### config.mk
export PLATFORM = sky130hd
export DESIGN_NAME = cov_stall_monitor
export DESIGN_NICKNAME = d
export VERILOG_FILES = /design/src/rtl/cov_mon_pkg.sv /design/src/rtl/cov_stall_channel.sv /design/src/rtl/cov_stall_monitor.sv
export SDC_FILE = /design/constraint.sdc
export NUM_CORES = 1
export LEC_CHECK = 0
export ABC_AREA = 1
export ABC_CLOCK_PERIOD_IN_PS = 5300
export BUFFER_PORTS_ARGS = -buffer_cell sky130_fd_sc_hd__buf_2
export CORE_UTILIZATION = 30
export DETAILED_ROUTE_END_ITERATION = 6
export REMOVE_ABC_BUFFERS = 1
export SYNTH_ARGS = -nofsm -noshare
export SYNTH_HDL_FRONTEND = slang
export SYNTH_SLANG_ARGS = --single-unit
### constraint.sdc
create_clock -name clock -period 5.3 [get_ports clock]
set_clock_uncertainty 0.15 [all_clocks]
set_input_delay 0.795 -clock clock [delete_from_list [all_inputs] [get_ports clock]]
set_output_delay 0.795 -clock clock [all_outputs]
set_load 0.01 [all_outputs]
### src/rtl/cov_mon_pkg.sv
// rtl/cov_mon_pkg.sv - shared types, default constants and helpers for the coverage stall monitor
package cov_mon_pkg;

    typedef enum logic {
        ARMED = 1'b0,
        FIRED = 1'b1
    } mon_state_t;

    localparam int DEF_NCH         = 2;
    localparam int DEF_COV_W       = 30;
    localparam int DEF_CNT_W       = 32;
    localparam int DEF_BASE_WAIT   = 1000;
    localparam int DEF_SCALE_SHIFT = 19;
    localparam int DEF_WDOG_LIMIT  = 50000;

    // Full-precision product clamped to all-ones of width w (w <= 64).
    function automatic logic [63:0] sat_mul(
        input logic [63:0] a,
        input logic [63:0] b,
        input int unsigned w
    );
        logic [127:0] prod;
        logic [127:0] lim;
        prod = {64'd0, a} * {64'd0, b};
        lim  = (128'd1 << w) - 128'd1;
        return (prod > lim) ? lim[63:0] : prod[63:0];
    endfunction

endpackage

### src/rtl/cov_stall_channel.sv
// rtl/cov_stall_channel.sv - one coverage channel: change detect, scaled threshold, stall counter
module cov_stall_channel
    import cov_mon_pkg::*;
#(
    parameter int COV_W       = DEF_COV_W,
    parameter int CNT_W       = DEF_CNT_W,
    parameter int BASE_WAIT   = DEF_BASE_WAIT,
    parameter int SCALE_SHIFT = DEF_SCALE_SHIFT
) (
    input  logic             clock,
    input  logic             reset,
    input  logic             en,
    input  logic             clr,
    input  logic [COV_W-1:0] cov,
    output logic             hit
);

    logic [COV_W-1:0] pre_cov;
    logic [CNT_W-1:0] stall;
    logic [CNT_W-1:0] thr;
    logic [COV_W:0]   mult;
    logic [CNT_W-1:0] thr_next;
    logic             changed;

    assign changed  = (cov != pre_cov);
    assign mult     = (COV_W+1)'(cov >> SCALE_SHIFT) + (COV_W+1)'(1);
    assign thr_next = CNT_W'(sat_mul(64'(BASE_WAIT), 64'(mult), CNT_W));
    assign hit      = (stall >= thr);

    always_ff @(posedge clock) begin
        if (!reset) begin
            pre_cov <= '0;
            stall   <= '0;
            thr     <= CNT_W'(BASE_WAIT);
        end else begin
            if (en && changed) begin
                pre_cov <= cov;
                thr     <= thr_next;
                stall   <= '0;
            end else if (en && (stall != '1)) begin
                stall <= stall + CNT_W'(1);
            end
            // Clear must beat a same-cycle increment.
            if (clr) begin
                stall <= '0;
            end
        end
    end

endmodule

### src/rtl/cov_stall_monitor.sv
// rtl/cov_stall_monitor.sv - multi-channel coverage stall monitor with watchdog and sticky irq
module cov_stall_monitor
    import cov_mon_pkg::*;
#(
    parameter int NCH         = DEF_NCH,
    parameter int COV_W       = DEF_COV_W,
    parameter int CNT_W       = DEF_CNT_W,
    parameter int BASE_WAIT   = DEF_BASE_WAIT,
    parameter int SCALE_SHIFT = DEF_SCALE_SHIFT,
    parameter int WDOG_LIMIT  = DEF_WDOG_LIMIT
) (
    input  logic                 clock,
    input  logic                 reset,
    input  logic                 enable,
    input  logic [NCH*COV_W-1:0] cov,
    input  logic                 done,
    input  logic                 irq_ack,
    output logic                 irq,
    output logic [NCH:0]         cause,
    output logic [15:0]          fire_count
);

    logic [NCH-1:0]   hit;
    logic             hit_w;
    logic [CNT_W-1:0] wdog;
    logic [15:0]      fire_count_q;
    logic             clr;
    logic             fire;
    mon_state_t       st;
    mon_state_t       st_next;

    // An ack only counts while an interrupt is outstanding.
    assign clr        = done | ((st == FIRED) & irq_ack);
    assign hit_w      = (wdog >= CNT_W'(WDOG_LIMIT));
    assign fire_count = fire_count_q;

    for (genvar g = 0; g < NCH; g++) begin : g_ch
        cov_stall_channel #(
            .COV_W      (COV_W),
            .CNT_W      (CNT_W),
            .BASE_WAIT  (BASE_WAIT),
            .SCALE_SHIFT(SCALE_SHIFT)
        ) u_ch (
            .clock(clock),
            .reset(reset),
            .en   (enable),
            .clr  (clr),
            .cov  (cov[g*COV_W +: COV_W]),
            .hit  (hit[g])
        );
    end

    always_ff @(posedge clock) begin
        if (!reset) begin
            st <= ARMED;
        end else begin
            st <= st_next;
        end
    end

    always_comb begin
        st_next = st;
        fire    = 1'b0;
        case (st)
            ARMED: begin
                if (enable && (hit_w || (|hit)) && !clr) begin
                    st_next = FIRED;
                    fire    = 1'b1;
                end
            end
            FIRED: begin
                if (clr) begin
                    st_next = ARMED;
                end
            end
            default: st_next = ARMED;
        endcase
    end

    always_ff @(posedge clock) begin
        if (!reset) begin
            wdog         <= '0;
            irq          <= 1'b0;
            cause        <= '0;
            fire_count_q <= '0;
        end else begin
            if (clr) begin
                wdog <= '0;
            end else if (enable && (wdog != '1)) begin
                wdog <= wdog + CNT_W'(1);
            end
            if (fire) begin
                irq   <= 1'b1;
                cause <= {hit_w, hit};
                if (fire_count_q != 16'hFFFF) begin
                    fire_count_q <= fire_count_q + 16'd1;
                end
            end else if ((st == FIRED) && clr) begin
                irq   <= 1'b0;
                cause <= '0;
            end
        end
    end

endmodule

==> impl_metrics.toml <==
[clocking]
ctsHoldBuffers = 0
cts_resized = 0
clock-root-buffer = "clkbuf_16"
cts_buffers = 27
clock_path_buffers = 3
cts.clk_slew.worst_paths_ns = 0.07
cts_tree = "built"
post-cts-setup-buffer-count = 0
clkSinkCount = 215
clock_latency_ns = 0.58
htree_levels = 1

[pwr]
power_w = 0.00700
p_leak_nw = 8.85
ir_drop_v = 0.000269
powerDensity_mw_per_mm2 = 358

[global_route]
grt_pass1_vias = 14400
antenna_found_initial = 0
grt_max_degree = 81
grt_pass1_wl_um = 69300
grt_usage_pct = 14.7
overflow = 0

[placement]
portBuffers = 84
gp_congestion = 0.898
dpl.hpwl_um = 31900
dp.cells = 3245

[synth]
synthXorXnorAreaFrac_pct = 8.09
synthAdderAreaFrac_pct = 17.5
synth_top_area_cell = "dfxtp_1"
synth_compound_area_share_pct = 10.8
synth_top_family_by_area = "simple AND/OR/NAND/NOR gates"
synth_top_cell_area_share_pct = 25.7
yosys_warnings = 0
synth.area.top_cells = "dfxtp_1 (26%), nand2_1 (10%), ha_1 (9.8%), inv_1 (8.2%), fa_1 (7.8%)"
ys_types = 57
synthSimpleGateAreaFrac_pct = 27.0
syn_inst = 2359
ys_ff_latch = 215
yosysSeqAreaShare_pct = 25.7
yosys-mux-area-fraction_pct = 0
syn_area_mm2 = 0.0168
avgSynthCellArea_um2 = 7.10

[min_path]
hp-class = "reg -> reg"

[sta]
rsz0062_at_grt = "no"
finalSetupViolCount = 0
drv_slew = 0
worst_pin_slew_ns = 1.11
hold_viol = 0
clock.fmax_ghz = 0.204
slew_headroom_pct = 25.7
period_share_pct = 92.3
post-route-min-period_ns = 4.89

[floorplanning]
die_h_um = 238
start_util_pct = 30.4
rows = 86
coreArea_mm2 = 0.0551
io_pins = 85
die-area_mm2 = 0.0568
die_width_um = 238

[final_layout]
drive_above_1_share_pct = 12.6
nets = 2787
multi_input_area_mm2 = 0.0106
layout.cells.non_filler = 3295
regArea_mm2 = 0.00430
area_growth_pct = 16.7
fillers = 6004
diodes = 0
final_common_cell = "nand2_1"
final_cell_mix = "nand2_1 (452), inv_1 (367), nor2_1 (282)"

[critical_path]
start_kind = "primary input"
cpPeakStageDelay_ns = 0.55
worst_ep_required_time_ns = 5.58
cpMostUsedCell = "inv_1"
crit_type = "in -> reg"
path_buf_inv = 6
crit_fanout = 4
critPathCaptureType = "register"
critPathTopFamily = "adder cells"
worstPathCellList = "buf_2 -> ha_1 -> nand2_1 -> nor2_1 -> buf_4 -> nand3_1 -> nor2_1 -> inv_1 -> nor2_1 -> xor2_1 -> inv_1 -> ha_1 -> inv_1 -> fa_1 -> fa_1 -> fa_1 -> inv_1 -> ha_1 -> a21o_1 -> nand3_1 -> nand4_1 -> a21oi_1 -> xor2_1 -> a21oi_1"
arrival_ns = 5.18
crit_slowest_cell = "fa_1"

[drt]
ant_nets = 0
vias_per_cell = 4.50
drc = 0
wirelength_um = 40900
drtPass1Iterations = 7
drt_iter0_markers = 808
routed-via-count = 14800
detail_route.wl_per_cell_um = 12.4

[flow_run]
cap_violations = 0

[run_status]
status = "completed"
sequential cells by signal, indices dropped and copies added (netlist names):
register	cells
g_ch.u_ch.pre_cov	60
fire_count	16
wdog	32
g_ch.u_ch.thr	38
g_ch.u_ch.stall	64
st	1
irq	1
cause	3
cell usage after synthesis (all sizes together):
cell / n
inv: 374
and2: 1
a21o: 7
a211oi: 2
o21ai: 135
nor3b: 10
fa: 65
nor2: 292
o211ai: 9
clkinv: 1
a31oi: 4
a21oi: 171
clkbuf: 21
o21a: 3
xnor2: 44
xor2: 110
and3: 1
nor4b: 1
dfxtp: 215
nor4: 22
o31ai: 2
buf: 43
a21boi: 2
o22ai: 1
nand4: 60
nor3: 68
nand2: 463
nand3b: 2
or2: 18
nand3: 75
o21bai: 5
o2111ai: 1
ha: 131
final cells by class:
class | count | area share, %
Sequential cell | 215 | 22.0
Clock inverter | 12 | 0.819
Timing Repair Buffer | 202 | 6.70
Inverter | 375 | 7.20
Clock buffer | 38 | 4.03
Multi-Input combinational cell | 1705 | 54.5
Tap cell | 748 | 4.79
path summary, 6_finish.rpt:
path | startpoint | endpoint | slack, ns | cells past startpoint
min | g_ch[1].u_ch.thr[10]$_SDFFE_PN0P_ | g_ch[1].u_ch.thr[10]$_SDFFE_PN0P_ | 0.31 | 2
max reg2reg | wdog[1]$_SDFFE_PP0P_ | wdog[8]$_SDFFE_PP0P_ | 2.41 | 11
max | cov[19] | g_ch[0].u_ch.thr[21]$_SDFFE_PN0P_ | 0.41 | 24
min reg2reg | g_ch[1].u_ch.thr[10]$_SDFFE_PN0P_ | g_ch[1].u_ch.thr[10]$_SDFFE_PN0P_ | 0.31 | 2
report_power, final:
part	internal (W)	switching, W	total [W]	leakage (nW)
logic	0.00158	0.00167	0.00325	6.62
clock network	0.00119	0.000769	0.00195	0.468
registers	0.00174	0.0000527	0.00179	1.76
total	0.00451	0.00249	0.00700	8.85
worst min-delay path, cell delays in order, from the launching register on:
cell	delay, ns
dfxtp_1	0.30
inv_1	0.06
a21oi_1	0.06
kinds of logic (layout without fill, tap and decap cells):
| kind of cell | Yosys count | in the layout |
|---|---|---|
| compound gates | 342 | 342 |
| fa+ha+maj | 196 | 196 |
| xor+xnor | 154 | 154 |
| simple gates | 1013 | 1013 |
| buf+inv | 439 | 627 |
| flops | 215 | 215 |
layer usage:
layer / share of wire (%) / vias up / track usage (%) / wire length (µm)
li1: - / 7858 / - / -
met1: 49 / 6725 / 19.5 / 20100
met2: 45 / 191 / 24.7 / 18300
met3: 4.4 / 42 / 2.36 / 1790
met4: 1.8 / 0 / 3.63 / 740
met5: 0 / - / 0 / 0
metrics by stage:
| stage | hold slack [ns] | worst slack, ns | util (%) | TNS, ns | cell area [µm²] |
|---|---|---|---|---|---|
| 2_1_floorplan | 0.282 | -0.0937 | - | -0.116 | 16300 |
| 3_3_place_gp | 0.304 | -0.155 | 33.8 | -0.997 | 18600 |
| 3_5_place_dp | 0.305 | -0.216 | 33.8 | -1.68 | 18600 |
| 4_1_cts | 0.314 | 0.400 | 35.5 | 0 | 19500 |
| 5_1_grt | 0.334 | 0.0160 | 35.5 | 0 | 19500 |
| 6_report | 0.309 | 0.407 | 35.5 | 0 | 19500 |
No activity file was read; power rests on OpenSTA's default activity.
